## src/rtl/muldiv_hilo_seq.sv

```systemverilog
// Iterative MIPS multiply/divide unit owning HI/LO: 1 bit/cycle shift-add multiply and
// restoring divide on magnitudes, sign fix-up in a final cycle, plus single-cycle MTHI/MTLO.
module muldiv_hilo_seq #(
  parameter int WIDTH = 32
) (
  input  logic             clk,
  input  logic             rst_n,
  input  logic             start,
  input  logic [2:0]       op,
  input  logic [WIDTH-1:0] a,
  input  logic [WIDTH-1:0] b,
  input  logic             cancel,
  output logic             busy,
  output logic             done,
  output logic             div_zero,
  output logic [WIDTH-1:0] hi,
  output logic [WIDTH-1:0] lo,
  output logic [1:0]       dbg_state
);

  localparam int CW = $clog2(WIDTH + 1);

  typedef enum logic [1:0] {S_IDLE, S_MUL, S_DIV, S_FIX} state_t;

  // Handshake: start is a request accepted only on an edge where busy=0 and cancel=0;
  // the unit owns the operation until done pulses (or cancel/reset abort it).
  state_t            state;
  logic [CW-1:0]     cnt;
  logic [2*WIDTH-1:0] acc;
  logic [WIDTH-1:0]  dvs;
  logic [WIDTH-1:0]  a_orig;
  logic              sign_q;
  logic              sign_r;
  logic              dz_q;
  logic              is_div;

  logic              signed_op;
  logic [WIDTH-1:0]  a_mag;
  logic [WIDTH-1:0]  b_mag;
  logic [WIDTH:0]    mul_sum;
  logic [WIDTH:0]    div_shift;
  logic [WIDTH:0]    div_trial;
  logic [2*WIDTH-1:0] mul_next;
  logic [2*WIDTH-1:0] div_next;
  logic [2*WIDTH-1:0] prod_fix;
  logic [WIDTH-1:0]  quo_fix;
  logic [WIDTH-1:0]  rem_fix;

  assign dbg_state = state;

  always_comb begin
    signed_op = ~op[0];
    a_mag     = (signed_op && a[WIDTH-1]) ? -a : a;
    b_mag     = (signed_op && b[WIDTH-1]) ? -b : b;

    // Multiply: acc = {partial high, remaining multiplier bits}, shifted right each step.
    mul_sum  = {1'b0, acc[2*WIDTH-1:WIDTH]} + (acc[0] ? {1'b0, dvs} : '0);
    mul_next = {mul_sum, acc[WIDTH-1:1]};

    // Divide: acc = {remainder, dividend bits / quotient bits}; remainder < divisor always,
    // so a borrow out of bit WIDTH means the trial subtraction must be undone.
    div_shift = {acc[2*WIDTH-1:WIDTH], acc[WIDTH-1]};
    div_trial = div_shift - {1'b0, dvs};
    div_next  = {(div_trial[WIDTH] ? div_shift[WIDTH-1:0] : div_trial[WIDTH-1:0]),
                 acc[WIDTH-2:0], ~div_trial[WIDTH]};

    prod_fix = sign_q ? -acc : acc;
    quo_fix  = sign_q ? -acc[WIDTH-1:0] : acc[WIDTH-1:0];
    rem_fix  = sign_r ? -acc[2*WIDTH-1:WIDTH] : acc[2*WIDTH-1:WIDTH];
  end

  always_ff @(posedge clk or negedge rst_n) begin
    if (!rst_n) begin
      state    <= S_IDLE;
      cnt      <= '0;
      acc      <= '0;
      dvs      <= '0;
      a_orig   <= '0;
      sign_q   <= 1'b0;
      sign_r   <= 1'b0;
      dz_q     <= 1'b0;
      is_div   <= 1'b0;
      busy     <= 1'b0;
      done     <= 1'b0;
      div_zero <= 1'b0;
      hi       <= '0;
      lo       <= '0;
    end else begin
      done     <= 1'b0;
      div_zero <= 1'b0;
      case (state)
        S_IDLE: begin
          if (start && !cancel) begin
            case (op)
              3'b000, 3'b001: begin
                state  <= S_MUL;
                busy   <= 1'b1;
                cnt    <= '0;
                acc    <= {{WIDTH{1'b0}}, b_mag};
                dvs    <= a_mag;
                sign_q <= signed_op & (a[WIDTH-1] ^ b[WIDTH-1]);
                sign_r <= 1'b0;
                dz_q   <= 1'b0;
                is_div <= 1'b0;
              end
              3'b010, 3'b011: begin
                state  <= S_DIV;
                busy   <= 1'b1;
                cnt    <= '0;
                acc    <= {{WIDTH{1'b0}}, a_mag};
                dvs    <= b_mag;
                a_orig <= a;
                sign_q <= signed_op & (a[WIDTH-1] ^ b[WIDTH-1]);
                sign_r <= signed_op & a[WIDTH-1];
                dz_q   <= (b == '0);
                is_div <= 1'b1;
              end
              3'b100:  hi <= a;
              3'b101:  lo <= a;
              default: ;
            endcase
          end
        end
        S_MUL, S_DIV: begin
          if (cancel) begin
            state <= S_IDLE;
            busy  <= 1'b0;
            cnt   <= '0;
          end else if (cnt == CW'(WIDTH)) begin
            state <= S_FIX;
          end else begin
            acc <= (state == S_MUL) ? mul_next : div_next;
            cnt <= cnt + 1'b1;
          end
        end
        S_FIX: begin
          state <= S_IDLE;
          busy  <= 1'b0;
          cnt   <= '0;
          if (!cancel) begin
            done <= 1'b1;
            if (!is_div) begin
              {hi, lo} <= prod_fix;
            end else if (dz_q) begin
              hi       <= a_orig;
              lo       <= '1;
              div_zero <= 1'b1;
            end else begin
              hi <= rem_fix;
              lo <= quo_fix;
            end
          end
        end
        default: begin
          state <= S_IDLE;
          busy  <= 1'b0;
        end
      endcase
    end
  end

endmodule

```

## config.mk

```make
export PLATFORM = sky130hd
export DESIGN_NAME = muldiv_hilo_seq
export DESIGN_NICKNAME = d
export VERILOG_FILES = /design/src/rtl/muldiv_hilo_seq.sv
export SDC_FILE = /design/constraint.sdc
export NUM_CORES = 1
export LEC_CHECK = 0
export ABC_CLOCK_PERIOD_IN_PS = 3800
export CAP_MARGIN = 20
export CORE_MARGIN = 2
export CORE_UTILIZATION = 54
export DETAILED_ROUTE_END_ITERATION = 6
export PLACE_DENSITY = 0.79
export SLEW_MARGIN = 20
export SYNTH_ARGS = -nofsm -noshare
export SYNTH_HDL_FRONTEND = slang
export SYNTH_SLANG_ARGS = --single-unit
```

## constraint.sdc

```tcl
create_clock -name clk -period 3.8 [get_ports clk]
set_input_delay 0.57 -clock clk [delete_from_list [all_inputs] [get_ports clk]]
set_output_delay 0.57 -clock clk [all_outputs]
set_load 0.005 [all_outputs]
```

## After elaboration in Yosys (flattened, before gate mapping)

Cells that the tools add are included.

| cells by class | value |
|---|---|
| equality and inequality tests | 20 |
| bitwise operators | 5 |
| $add $sub $neg | 8 |
| mux-type cells | 49 |
| reductions and logical operators | 23 |

Operators by type and width:

| kind | number |
|---|---|
| $mux W32 | 16 |
| $mux W64 | 5 |
| $pmux W64 S2 | 2 |
| $pmux W32 S2 | 3 |
| $neg A32 Y32 | 4 |
| $neg A64 Y64 | 1 |
| $add A32 B32 Y33 | 1 |
| $sub A33 B32 Y33 | 1 |
| $logic_not A32 Y1 | 1 |
| $mux W6 | 4 |
| $pmux W6 S3 | 1 |
| $reduce_and A3 Y1 | 6 |
| $ne A2 B2 Y1 const B | 6 |
| $mux W1 | 9 |
| $reduce_and A4 Y1 | 2 |
| $add A6 B1 Y6 const B | 1 |
| $eq A3 B2 Y1 const B | 2 |
| $eq A3 B3 Y1 const B | 2 |
| $eq A6 B6 Y1 const B | 1 |
| $mux W2 | 3 |
| $ne A3 B3 Y1 const B | 2 |
| $pmux W1 S2 | 3 |
| $pmux W2 S3 | 1 |
| $reduce_bool A2 Y1 | 3 |
| other kinds (17) | 25 |

| storage, ports and cells | value |
|---|---|
| bits in registers | 207 |
| word-level logic and storage cells | 119 |
| output and inout port bits | 69 |
| input port bits | 71 |

## Logic depth before layout (Yosys ltp)

Gate-level depths: netlist of run 1.

| logic depth | value |
|---|---|
| depth after elaboration | 6 |
| mapped depth | 14 |
| gate-level depth less buffers | 13 |

## Least setup slack after synthesis of run 1

No wires, ideal clock.

| timing | value |
|---|---|
| kind | register to register |
| start point | register acc[31] |
| end point | register acc[35] |
| data required time | 3658 ps |
| library setup time | 142 ps |
| path buffers | 1 |
| stages on the path, launching flop included | 14 |
| arrival | 3539 ps |
| clock period less this slack | 3682 ps |
| path slack | 118 ps |
| cell sequence | dfrtp_1 inv_1 ha_1 fa_1 nand2b_1 a21o_1 a31oi_1 a21oi_1 o31a_1 o41a_1 xnor2_1 buf_2 mux2i_1 o221ai_1 |

| on the way | value |
|---|---|
| word-level cells in the longest chain between the ends | 6 |

RTL lines:

| item | RTL line | source |
|---|---|---|
| from (decl) | 29 | `logic [2*WIDTH-1:0] acc;` |
| from (signal assigned) | 99 | `acc <= {{WIDTH{1'b0}}, b_mag};` |
| from (signal assigned) | 110 | `acc <= {{WIDTH{1'b0}}, a_mag};` |
| from (signal assigned) | 132 | `acc <= (state == S_MUL) ? mul_next : div_next;` |
| $sub A33 B32 Y33 | 63 | `div_trial = div_shift - {1'b0, dvs};` |
| $mux W32 | 64 | `div_next = {(div_trial[WIDTH] ? div_shift[WIDTH-1:0] : div_trial[WIDTH-1:0]),` |
| $mux W64 | 132 |  |
| $mux W64 | 129 | `end else if (cnt == CW'(WIDTH)) begin` |
| $mux W64 | 125 | `if (cancel) begin` |
| $pmux W64 S2 | 91 | `case (state)` |

Every way passes these cells. The select of a mux whose other input is x is not followed.
A chain may end at the register's enable or synchronous reset.

## Final worst setup path of run 1

| timing | value |
|---|---|
| start point | register acc[31] |
| end point | register acc[58] |

Same word-level chain as after synthesis.

==> impl_metrics.json, run 1 <==
{
  "crit_end": "acc[58]",
  "timing.rr.end": "acc[58]",
  "fp.coreArea_um2": 31500,
  "synth_edf_count": 0,
  "path_depth": 13,
  "viasPerCell": 6.69,
  "drive_gt1_share_pct": 11.6,
  "synthTopCellsByArea": "dfrtp_1 30%, o21ai_0 6.5%, nand2_1 5.6%",
  "r2r_cells": 13,
  "clock_sinks": 207,
  "cp_cell_sequence": "inv_1 -> ha_1 -> fa_1 -> nand2b_1 -> a21o_1 -> a31oi_2 -> a21oi_2 -> o31a_1 -> o41a_1 -> xnor2_4 -> buf_12 -> mux2i_1 -> a221o_1",
  "layout_common_cells": "257 x nand2_1, 224 x o21ai_0, 219 x nor2_1, 207 x dfrtp_1, 190 x a21oi_1",
  "timing.rr.start": "acc[31]",
  "start_util_pct": 54.6,
  "ios": 140,
  "place_area_um2": 19700,
  "cts.clk_slew.worst_paths_ns": 0.06,
  "crit_type": "reg2reg",
  "crit_buf_inv": 2,
  "fillers": 2708,
  "yosys_warnings": 0,
  "worstMarginPinSlew_ns": 1.03,
  "grt_usage_pct": 39.3,
  "ys_types": 75,
  "synth.avg_cell_area_um2": 7.83,
  "ant_nets": 0,
  "cts_hold_repair.buffers": 0,
  "synth_flop_cell": "dfrtp_1",
  "crit_start": "acc[31]",
  "clk-insertion-delay-late_ns": 0.58,
  "vdd_drop_max_uv": 827,
  "final_common_cell": "nand2_1",
  "gp_congestion": 0.998,
  "grt_overflow": 0,
  "synthArstFlopShare_pct": 100,
  "grt_max_degree": 111,
  "fin_crit_ns": 3.67,
  "root_buffer": "clkbuf_16",
  "crit_required_ns": 4.23,
  "first_pass_iters": 6,
  "syn2layout_area_growth_pct": 20.0,
  "numCtsBuffers": 25,
  "seqCellArea_um2": 5180,
  "syn_inst": 2194,
  "critPathLaunchType": "flip-flop",
  "p_per_area_nw_per_um2": 881,
  "switchingPower_w": 0.00875,
  "slew_viol_final": 0,
  "syn_area_um2": 17200,
  "multi_input_area_um2": 11300,
  "via_count": 18560,
  "setup_violations": 0,
  "final_nets": 2500,
  "drt_iter0_drc": 2255,
  "dieArea_um2": 33300,
  "drc_errors": 0,
  "antenna_found_initial": 2,
  "rows": 65,
  "setup_ws_ns": 0.130,
  "clk_path_buf_depth": 3,
  "cp-end-kind": "flip-flop",
  "wl_um": 66800,
  "hpwl_um": 50400,
  "fin_crit_sh_pct": 96.6,
  "hold_path_class": "in2async",
  "cts_tree": "yes",
  "utilization_pct": 65.5,
  "ys_ff_latch": 207,
  "antenna_cells": 0,
  "switching_share_pct": 48.1,
  "detail_route.wl_per_cell_um": 24.1,
  "share_seq_of_total_power_pct": 22.8,
  "maxSlewHeadroom_pct": 31.3,
  "status": "finished clean",
  "fmaxAchievable_mhz": 273,
  "crit_family": "compound AO/OA/AOI/OAI gates",
  "netlist.area_leader.share_pct": 30.1,
  "hold_viol": 0,
  "grt_pass1_vias": 17264,
  "max_cap_viol_count": 0,
  "slowest_stage": "o41a_1",
  "syn-num-nets": 2340,
  "cts_max_level": 1,
  "p_comb_share_pct": 63.3,
  "total_leakage_power_nw": 8.86,
  "internal-power_w": 0.00943,
  "synth_top_area_cell": "dfrtp_1",
  "max_stage_delay_ns": 0.45,
  "pwr-share-clk_pct": 13.9,
  "crit_path_max_fanout": 17,
  "reg2reg_slack_ns": 0.13,
  "fin_worst_skew_ns": 0.0376,
  "dp_slack_ns": -0.162,
  "yosysSeqAreaShare_pct": 30.1,
  "dieHeight_um": 182,
  "die_w_um": 182,
  "grt_pass1_wl_um": 102000,
  "fin_area_um2": 20600,
  "port_buffers": 139,
  "critPathArrivalTime_ns": 4.10
}
==> logic make-up (layout without fill, tap and decap cells) <==
group,count (synthesis),count (layout),share of synthesized area (%)
mux,99,99,6.17
fa+ha+maj,75,75,5.55
buf+inv,219,396,4.84
xor+xnor,164,164,8.36
simple gates,702,702,18.6
flops,207,207,30.1
compound gates,728,728,26.3
==> power groups by stage <==
stage / Clock, W / Sequential, W / Combinational [W]
finish: 0.00253 / 0.00415 / 0.0115
global route: 0.00262 / 0.00425 / 0.0124
CTS: 0.00251 / 0.00412 / 0.0110
detailed placement: 0 / 0.00414 / 0.0109
global placement: 0 / 0.00410 / 0.0107
floorplan: 0 / 0.00381 / 0.00722
==> synthesized netlist by cell type, drive strengths merged, types with 14 or more instances <==
| master | count |
|---|---|
| a211oi | 38 |
| a21o | 35 |
| a21oi | 191 |
| a31oi | 18 |
| and3 | 18 |
| clkbuf | 133 |
| dfrtp | 207 |
| ha | 73 |
| inv | 72 |
| mux2 | 56 |
| mux2i | 43 |
| nand2 | 258 |
| nand2b | 18 |
| nand3 | 22 |
| nor2 | 220 |
| nor3 | 46 |
| nor4 | 21 |
| o211ai | 25 |
| o21ai | 229 |
| o221ai | 30 |
| o22ai | 35 |
| o31ai | 27 |
| o41ai | 14 |
| or3 | 20 |
| or4 | 23 |
| xnor2 | 98 |
| xor2 | 66 |
==> worst register-to-register path, cell delays in order (launching register included) <==
cell,delay (ns)
dfrtp_1,0.34
inv_1,0.07
ha_1,0.23
fa_1,0.41
nand2b_1,0.18
a21o_1,0.18
a31oi_2,0.23
a21oi_2,0.12
o31a_1,0.35
o41a_1,0.45
xnor2_4,0.36
buf_12,0.22
mux2i_1,0.11
a221o_1,0.32
==> layer usage <==
metal	GRT usage (%)	up-vias	part of all wire, %
li1	-	8271	-
met1	53.7	8869	41
met2	60.1	1187	43
met3	8.24	233	11
met4	18.2	0	5.4
met5	0	-	0
==> cell type report <==
class | instances | area share [%]
inverters | 74 | 1.35
multi-input cells | 1768 | 54.6
repair buffers | 278 | 12.4
clock buffers | 29 | 3.20
clock inverters | 15 | 0.849
well taps | 402 | 2.44
flip-flops and latches | 207 | 25.1
==> state kept, by name, indices dropped and copies added, names as in the netlist <==
register   flops
div_zero       1
dvs           32
hi            32
sign_q         1
done           1
is_div         1
sign_r         1
dbg_state      2
cnt            6
acc           64
lo            32
busy           1
dz_q           1
a_orig        32
==> repair_timing <==
item	CTS	global route
resized for setup	0	10
buffers inserted	0	2
endpoints found under the setup margin	0	24
==> per-stage QoR <==
stage	total power, W	hold WS, ns	cells	TNS (ns)
after floorplan	0.0110	0.274	2194	0
after global placement	0.0148	0.460	2725	-0.791
after detailed placement	0.0151	0.470	2725	-0.792
after CTS	0.0176	0.184	2769	0
after global routing	0.0192	0.195	2773	-0.000288
final	0.0182	0.105	2773	0
==> worst min path at each step <==
stage	to	depth (start not counted)
floorplan	a_orig[0]	0
global placement	hi[2]	2
detailed placement	hi[12]	2
CTS	hi[10]	1
global route	hi[12]	1
finish	hi[12]	1
(Power assumes the default switching activity.)
==> run 2: changes to the inputs <==
Settings changed: ABC_CLOCK_PERIOD_IN_PS 3800 to 3300.
Clock period 3.8 ns to 3.3 ns, I/O delays scaled along.
==> run 2 against run 1 <==
The run now ends with DRC, setup timing left. Maximum frequency is 6.5% higher. Sequential share of layout area is 1.7 points lower. First-iteration DRC count is 11% higher. Critical path depth is 3 higher. Die area stayed put. Worst setup slack worse by 0.28 ns. Count of clock-buffer cells in the layout is 4 higher. Utilization is 4.7 points higher. Largest power group unchanged.
==> impl_metrics.json, run 2 (synthesis results as in run 1) <==
{
  "crit_buf_inv": 5,
  "hold_viol": 0,
  "reg2reg_slack_ns": -0.15,
  "dieArea_um2": 33300,
  "antenna_cells": 0,
  "cp_cell_sequence": "inv_2 -> ha_4 -> fa_2 -> nand2b_4 -> a21o_1 -> a31oi_4 -> a21oi_4 -> o31a_1 -> o41a_1 -> buf_6 -> xnor2_4 -> buf_12 -> buf_6 -> buf_12 -> mux2i_1 -> o221ai_1",
  "hold_depth": 2,
  "rsz0062_at_grt": "yes",
  "final_common_cell": "nand2_1",
  "dp_slack_ns": -0.593,
  "cp-end-kind": "flip-flop",
  "clk_path_buf_depth": 3,
  "cts.clk_slew.worst_paths_ns": 0.07,
  "grt_usage_pct": 40.6,
  "drive_gt1_share_pct": 18.3,
  "critPathArrivalTime_ns": 3.85,
  "root_buffer": "clkbuf_16",
  "first_pass_iters": 7,
  "timing.hold.ws_ns": 0.481,
  "hold_path_class": "reg2reg",
  "fin_worst_skew_ns": 0.0213,
  "grt_pass1_wl_um": 105000,
  "clk-insertion-delay-late_ns": 0.57,
  "die_w_um": 182,
  "power_w": 0.0227,
  "holdCritStartpoint": "lo[19]",
  "worstMarginPinSlew_ns": 0.763,
  "grt_overflow": 0,
  "ant_nets": 0,
  "max_cap_viol_count": 0,
  "rows": 65,
  "grt_pass1_vias": 18248,
  "cts_max_level": 1,
  "violations": "DRC, setup timing",
  "dieHeight_um": 182,
  "largest_reg_flops": 64,
  "slew_viol_final": 0,
  "p_per_area_nw_per_um2": 1030,
  "layout_common_cells": "254 x nand2_1, 246 x buf_4, 216 x o21ai_0, 215 x nor2_1, 206 x dfrtp_1",
  "setup_ws_ns": -0.146,
  "gp_congestion": 1.00,
  "fp.coreArea_um2": 31500,
  "critPathLaunchType": "flip-flop",
  "setup_violations": 24,
  "crit_start": "acc[31]",
  "drc_errors": 1,
  "antenna_found_initial": 5,
  "detail_route.wl_per_cell_um": 23.7,
  "setup_tns_ns": -2.12,
  "crit_type": "reg2reg",
  "wl_um": 69000,
  "clock_sinks": 207,
  "slowest_stage": "o41a_1",
  "status": "complete, but fails checks",
  "max_stage_delay_ns": 0.39,
  "fin_crit_ns": 3.45,
  "viasPerCell": 6.64,
  "total_leakage_power_nw": 9.64,
  "r2r_cells": 16,
  "path_depth": 16,
  "utilization_pct": 70.3,
  "crit_required_ns": 3.71,
  "cts_tree": "yes",
  "grt_max_degree": 72,
  "timing.rr.start": "acc[31]",
  "drt_iter0_drc": 2492,
  "fin_crit_sh_pct": 104,
  "vdd_drop_max_uv": 1080,
  "hpwl_um": 51300,
  "timing.rr.end": "acc[38]",
  "fmaxAchievable_mhz": 290,
  "crit_family": "compound AO/OA/AOI/OAI gates",
  "ios": 140,
  "final_nets": 2631,
  "syn2layout_area_growth_pct": 28.7,
  "numCtsBuffers": 25,
  "regMostFlops": "acc",
  "crit_end": "acc[38]",
  "fillers": 2431,
  "start_util_pct": 54.6,
  "crit_path_max_fanout": 6,
  "port_buffers": 139,
  "maxSlewHeadroom_pct": 49.1,
  "via_count": 19280
}
[run 2: cell count changes in the layout (fill, tap and decap cells not counted), sizes merged]
cell	change
dlygate4sd3	+1
clkbuf	+3
bufinv	+1
dlygate4sd2	+3
inv	+1
clkinvlp	+1
clkdlybuf4s15	+1
buf	+130
xnor2	+1
clkinv	-6
clkdlybuf4s50	-4
[run 2: per-layer routing]
metal / global-route usage (%) / part of all wire [%]
met3: 9.72 / 12
met2: 63.1 / 44
met1: 52.1 / 38
met4: 23.0 / 6.7
met5: 0 / 0.065
[run 2: final cells by class]
| class | instances | area (um^2) | area share, % |
|---|---|---|---|
| multi-input cells | 1769 | 11700 | 52.8 |
| flip-flops and latches | 207 | 5180 | 23.4 |
| repair buffers | 408 | 3570 | 16.2 |
| clock buffers | 33 | 716 | 3.24 |
| well taps | 402 | 503 | 2.27 |
| inverters | 74 | 278 | 1.26 |
| clock inverters | 12 | 191 | 0.866 |
[run 2: report_power, final]
part	leakage (nW)	switching, W	internal, W
registers	2.63	0.000975	0.00365
logic	6.57	0.00850	0.00652
clock network	0.441	0.00124	0.00185
[run 2: worst min path at each step]
stage / to / slack (ns)
2_1_floorplan: a_orig[0] / 0.20
3_3_place_gp: hi[23] / 0.46
3_5_place_dp: hi[2] / 0.47
4_1_cts: hi[2] / 0.48
5_1_grt: hi[2] / 0.50
6_report: lo[19] / 0.48
[run 2: through the flow]
stage | std cells | instance area, um^2
final | 2905 | 22100
after global routing | 2905 | 22100
after CTS | 2897 | 21700
after detailed placement | 2836 | 20600
after global placement | 2836 | 20600
after floorplan | 2194 | 17200
[run 2: worst reg2reg max path: stages (launching register included)]
cell      delay (ns)
dfrtp_1         0.37
inv_2           0.06
ha_4            0.16
fa_2            0.36
nand2b_4        0.16
a21o_1          0.19
a31oi_4         0.18
a21oi_4         0.09
o31a_1          0.30
o41a_1          0.39
buf_6           0.15
xnor2_4         0.14
buf_12          0.15
buf_6           0.11
buf_12          0.13
mux2i_1         0.20
o221ai_1        0.15
[run 2: repair_timing]
action,in CTS,in global routing
pin swaps,17,35
setup buffers,13,12
gates resized for setup,31,78
hold buffers,1,0
cloned,3,0
hold endpoints to repair,65,0
setup endpoints to repair,34,51
==> run 3: changes to the inputs <==
Settings changed: HOLD_SLACK_MARGIN set to 0.06.
==> results of run 3 <==
Same layout as run 2: the final DEF is identical, and so are final timing and power.
==> edit 1: new RTL, settings of run 3 <==
Reset style: synchronous (`rst_n`), changed in one clocked block.
--- a/src/rtl/muldiv_hilo_seq.sv
+++ b/src/rtl/muldiv_hilo_seq.sv
@@ -71,3 +71,3 @@
 
-  always_ff @(posedge clk or negedge rst_n) begin
+  always_ff @(posedge clk) begin
     if (!rst_n) begin
Behaviour: differs if rst_n is asserted again (counterexample within 4 cycles, from zero or initial values and one cycle with rst_n low); with rst_n held inactive, the same outputs for 4 cycles.
==> edit 1 against run 3 <==
  * Total power fell by 32%
  * Sequential cell count unchanged
  * Critical endpoint is now hi[25]$_SDFFE_PN0P_
  * Design area decreased by 3.5%
  * Global-route usage up 1.9 points
  * Core utilization decreased by 0.89 points
  * Critical path type unchanged
  * Wire length rose by 4.4%
  * Area after synthesis fell by 1.5%
  * Worst setup slack gained 0.27 ns
==> edit 1: results (changes against run 3) <==
Post-CTS Setup Inserts: 0 (was 13)
WHS: 0.449 ns (was 0.481 ns)
Worst VDD drop: 0.672 mV (was 1.08 mV)
fraction of area in multi-input gates: 56.2% (was 52.8%)
fillers: 2597 (was 2431)
comb_multi_in: 1875 (was 1769)
Synth Net Count: 2477 (was 2340)
worst r2r src: acc[37]$_SDFFE_PN0P_ (was acc[31]$_DFFE_PN0P_)
vias in the first global route: 18799 (was 18248)
Worst Hold End: lo[5]$_SDFFE_PN0P_ (was lo[19]$_DFFE_PN0P_)
Worst Hold Launch: lo[5]$_SDFFE_PN0P_ (was lo[19]$_DFFE_PN0P_)
sequential share of power: 20.6% (was 20.3%)
number of non-clock inverters: 65 (was 74)
Final nets: 2738 (was 2631)
Max transition margin: 49.7% (was 49.1%)
Critical Path AT: 3.60 ns (was 3.85 ns)
outcome: complete, no violations (was finished with violations)
Setup WS pre-CTS: -0.355 ns (was -0.593 ns)
clk cell area share: 4.16% (was 4.10%)
routed wl met3: 8.10 mm (was 8.21 mm)
Sw Ratio: 43.7% (was 47.1%)
multiplexer share of the synthesized area: 4.39% (was 6.17%)
top cells by area, synth: dfxtp_1 24%, a21oi_1 8.4%, nand2_1 6.4% (was dfrtp_1 30%, o21ai_0 6.5%, nand2_1 5.6%)
post-DP HPWL: 53.5 mm (was 51.3 mm)
complex-gate fraction of the synthesized area: 30.1% (was 26.3%)
synth cell count leaders: 289 x nand2_1, 284 x a21oi_1, 207 x dfxtp_1, 207 x nor2_1, 173 x o21ai_0 (was 258 x nand2_1, 224 x o21ai_0, 220 x nor2_1, 207 x dfrtp_1, 191 x a21oi_1)
Clock Power: 3050 uW (was 3090 uW)
Syn Std Cell Area: 16900 sq um (was 17200 sq um)
Initial DRC Count: 2133 (was 2492)
Crit Reg-Reg Endpoint: hi[25]$_SDFFE_PN0P_ (was acc[38]$_DFFE_PN0P_)
total track usage: 42.5% (was 40.6%)
Max stage delay on crit path: 0.55 ns (was 0.39 ns)
global-route wire length before repair: 109 mm (was 105 mm)
NonClk Buf Share: 16.7% (was 16.2%)
ys flop type: dfxtp_1 (was dfrtp_1)
## edit 1: metrics by stage
step | setup TNS (ns) | std cells | utilization [%] | total power (uW)
finish | 0 | 3008 | 69.4 | 15400
global placement | -0.565 | 2958 | 65.7 | 11700
global route | -2.37 | 3007 | 69.4 | 16100
CTS | 0 | 3004 | 68.6 | 14800
detailed placement | -1.49 | 2958 | 65.7 | 11800
floorplan | 0 | 2331 | - | 8650
## edit 1: worst max path at each step
stage | end | slack, ns | depth (start not counted)
finish | hi[25]$_SDFFE_PN0P_ | 0.13 | 9
global route | acc[60]$_SDFFE_PN0P_ | -0.16 | 14
CTS | acc[33]$_SDFFE_PN0P_ | 0.01 | 14
detailed placement | dvs[20]$_SDFFE_PN0P_ | -0.35 | 13
global placement | dvs[20]$_SDFFE_PN0P_ | -0.32 | 13
floorplan | acc[61]$_SDFFE_PN0P_ | 0.02 | 15
==> edit 2: new RTL, config.mk and constraints of run 3 <==
Made on the original files. Change the parameter `WIDTH` from 32 to 16.
--- a/src/rtl/muldiv_hilo_seq.sv
+++ b/src/rtl/muldiv_hilo_seq.sv
@@ -3,3 +3,3 @@
 module muldiv_hilo_seq #(
-  parameter int WIDTH = 32
+  parameter int WIDTH = 16
 ) (
Interface: changed (resized a, b, hi and lo); port bits go from 140 to 76. No check against the original RTL was run, so the function may have changed too.
==> edit 2 against run 3 <==
  * Area after synthesis shrank 49%
  * Core utilization shrank 6.2 points
  * Critical path type unchanged
  * Sequential cell count shrank 97
  * Non-clock buffer count shrank 287
  * Total power shrank 56%
  * Wire length shrank 60%
  * Via count shrank 55%
  * Design area shrank 54%
  * Worst setup slack gained 0.44 ns
  * Highest routed layer is now met4
==> edit 2: results (changes against run 3) <==
clk buf depth: 2 (was 3)
Largest register FFs: 32 (was 64)
WL/cell: 19.6 microns (was 23.7 microns)
Worst VDD drop: 0.677 mV (was 1.08 mV)
outcome: complete, no violations (was finished with violations)
initial antenna violation count: 0 (was 5)
Largest Register: acc (unchanged)
Num CTS Buffers: 9 (was 25)
final clock skew: 0.0118 ns (was 0.0213 ns)
slew at the pin closest to its max-slew limit: 1.10 ns (was 0.763 ns)
IO Port Bufs: 75 (was 139)
Critical Path AT: 3.24 ns (was 3.85 ns)
final wirelength: 27.3 mm (was 69.0 mm)
total track usage: 31.3% (was 40.6%)
CP max stage cell: or4_1 (was o41a_1)
global-route wire length before repair: 43.2 mm (was 105 mm)
Synth Net Count: 1196 (was 2340)
Hold Fails Final Rpt: 0 (unchanged)
Synth Warn #: 0 (unchanged)
Setup violations, final: 0 (was 24)
Distinct cells, synth: 60 (was 75)
Post-CTS Setup Inserts: 0 (was 13)
vias in the first global route: 7905 (was 18248)
# diodes: 0 (unchanged)
Setup WS pre-CTS: 0.326 ns (was -0.593 ns)
Pre-antenna DRT Iters: 7 (unchanged)
Slew Limit Fails: 0 (unchanged)
post-cts sizing count: 0 (was 31)
Max stage delay on crit path: 0.64 ns (was 0.39 ns)
Seq/Total Area, Yosys: 31.4% (was 30.1%)
Clk Tree Root Cell: clkbuf_16 (unchanged)
Via density: 6.26 (was 6.64)
post-DP HPWL: 20.8 mm (was 51.3 mm)
largest net degree at the start of global routing: 61 (was 72)
CP Max Fanout: 6 (unchanged)
static leakage: 0.00428 uW (was 0.00964 uW)
Max H-tree Level: 3 (was 1)
placed cells: 1379 (was 2836)
top cells by area, synth: dfrtp_1 31%, o21ai_0 7.5%, xnor2_1 7.0% (was dfrtp_1 30%, o21ai_0 6.5%, nand2_1 5.6%)
Initial DRC Count: 1270 (was 2492)
share of layout cells above drive strength 1: 8.23% (was 18.3%)
GPL Wtd Cong: 0.954 (was 1.00)
clk_lat worst skew: 0.36 ns (was 0.57 ns)
Clock Pin Slew Worst Setup and Hold Paths: 0.07 ns (about the same)
asr flop ratio synth: 100% (unchanged)
CP top delay family: simple AND/OR/NAND/NOR gates (was compound AO/OA/AOI/OAI gates)
post-synthesis instance total: 1114 (was 2194)
ys flop type: dfrtp_1 (unchanged)
synth cell count leaders: 132 x nand2_1, 131 x o21ai_0, 110 x dfrtp_1, 94 x nor2_1, 92 x a21oi_1 (was 258 x nand2_1, 224 x o21ai_0, 220 x nor2_1, 207 x dfrtp_1, 191 x a21oi_1)
hold crit path type: primary input to asynchronous set/reset pin (was flip-flop to flip-flop)
Final nets: 1256 (was 2631)
-- edit 2: cell types whose count changed in the layout (fill, tap and decap cells not counted), moves of 23 or more --
cell	change
clkdlybuf4s50_1	-60
ha_1	-23
a21oi_1	-95
a21o_1	-32
inv_1	-25
nor2_1	-121
xnor2_1	-28
xor2_1	-46
buf_4	-201
o221ai_1	-29
nand2_1	-122
dfrtp_1	-96
o21ai_0	-85
mux2_2	-32
-- edit 2: cells by family (layout without fill, tap and decap cells) --
| kind of cell | count (synthesis) | after routing | synth area share [%] |
|---|---|---|---|
| simple gates | 360 | 360 | 19.1 |
| compound gates | 349 | 349 | 23.7 |
| buf+inv | 117 | 182 | 5.12 |
| flops | 110 | 110 | 31.4 |
| xor+xnor | 89 | 89 | 8.88 |
| mux | 46 | 46 | 5.58 |
| fa+ha+maj | 43 | 43 | 6.30 |
-- edit 2: worst paths after layout --
| check | start | endpoint | slack, ns | cells past startpoint |
|---|---|---|---|---|
| worst max-delay path | acc[10]$_DFFE_PN0P_ | hi[14]$_DFFE_PN0P_ | 0.29 | 7 |
| worst min-delay path | rst_n | hi[13]$_DFFE_PN0P_ | 0.21 | 1 |
| worst max register to register | acc[10]$_DFFE_PN0P_ | hi[14]$_DFFE_PN0P_ | 0.29 | 7 |
| worst min register to register | lo[4]$_DFFE_PN0P_ | lo[4]$_DFFE_PN0P_ | 0.48 | 2 |
| max in group asynchronous | rst_n | dvs[14]$_DFFE_PN0P_ | 2.33 | 2 |
| min in group clk | lo[4]$_DFFE_PN0P_ | lo[4]$_DFFE_PN0P_ | 0.48 | 2 |
-- edit 2: per-stage QoR --
step	power [uW]	util, %	hold slack [ns]	area, sq um
global placement	8690	62.3	0.462	9890
detailed placement	8810	62.3	0.469	9890
global route	10800	64.0	0.279	10200
floorplan	6800	-	0.199	8770
finish	10000	64.0	0.209	10200
CTS	9900	64.0	0.241	10200
-- edit 2: cell type report --
cell class / count / area (sq um)
Clock buffer: 12 / 246
Clock inverter: 4 / 30.0
Fill cell: 1421 / 5720
Inverter: 45 / 169
Multi-Input combinational cell: 887 / 5580
Sequential cell: 110 / 2750
Tap cell: 216 / 270
Timing Repair Buffer: 121 / 1120
-- edit 2: metal layers --
layer  GRT usage (%)  vias to the layer above  part of all wire (%)
met5               0                        -                     0
met4            11.0                        0                   3.6
met3            5.98                       67                    10
met2            47.2                      478                    43
met1            44.9                     4108                    43
li1                -                     4080                     -
-- edit 2: where the power goes --
part | total [uW] | switching (uW) | internal, uW
combinational | 6400 | 3610 | 2790
clock | 1070 | 527 | 539
sequential | 2560 | 631 | 1930
total | 10000 | 4760 | 5260
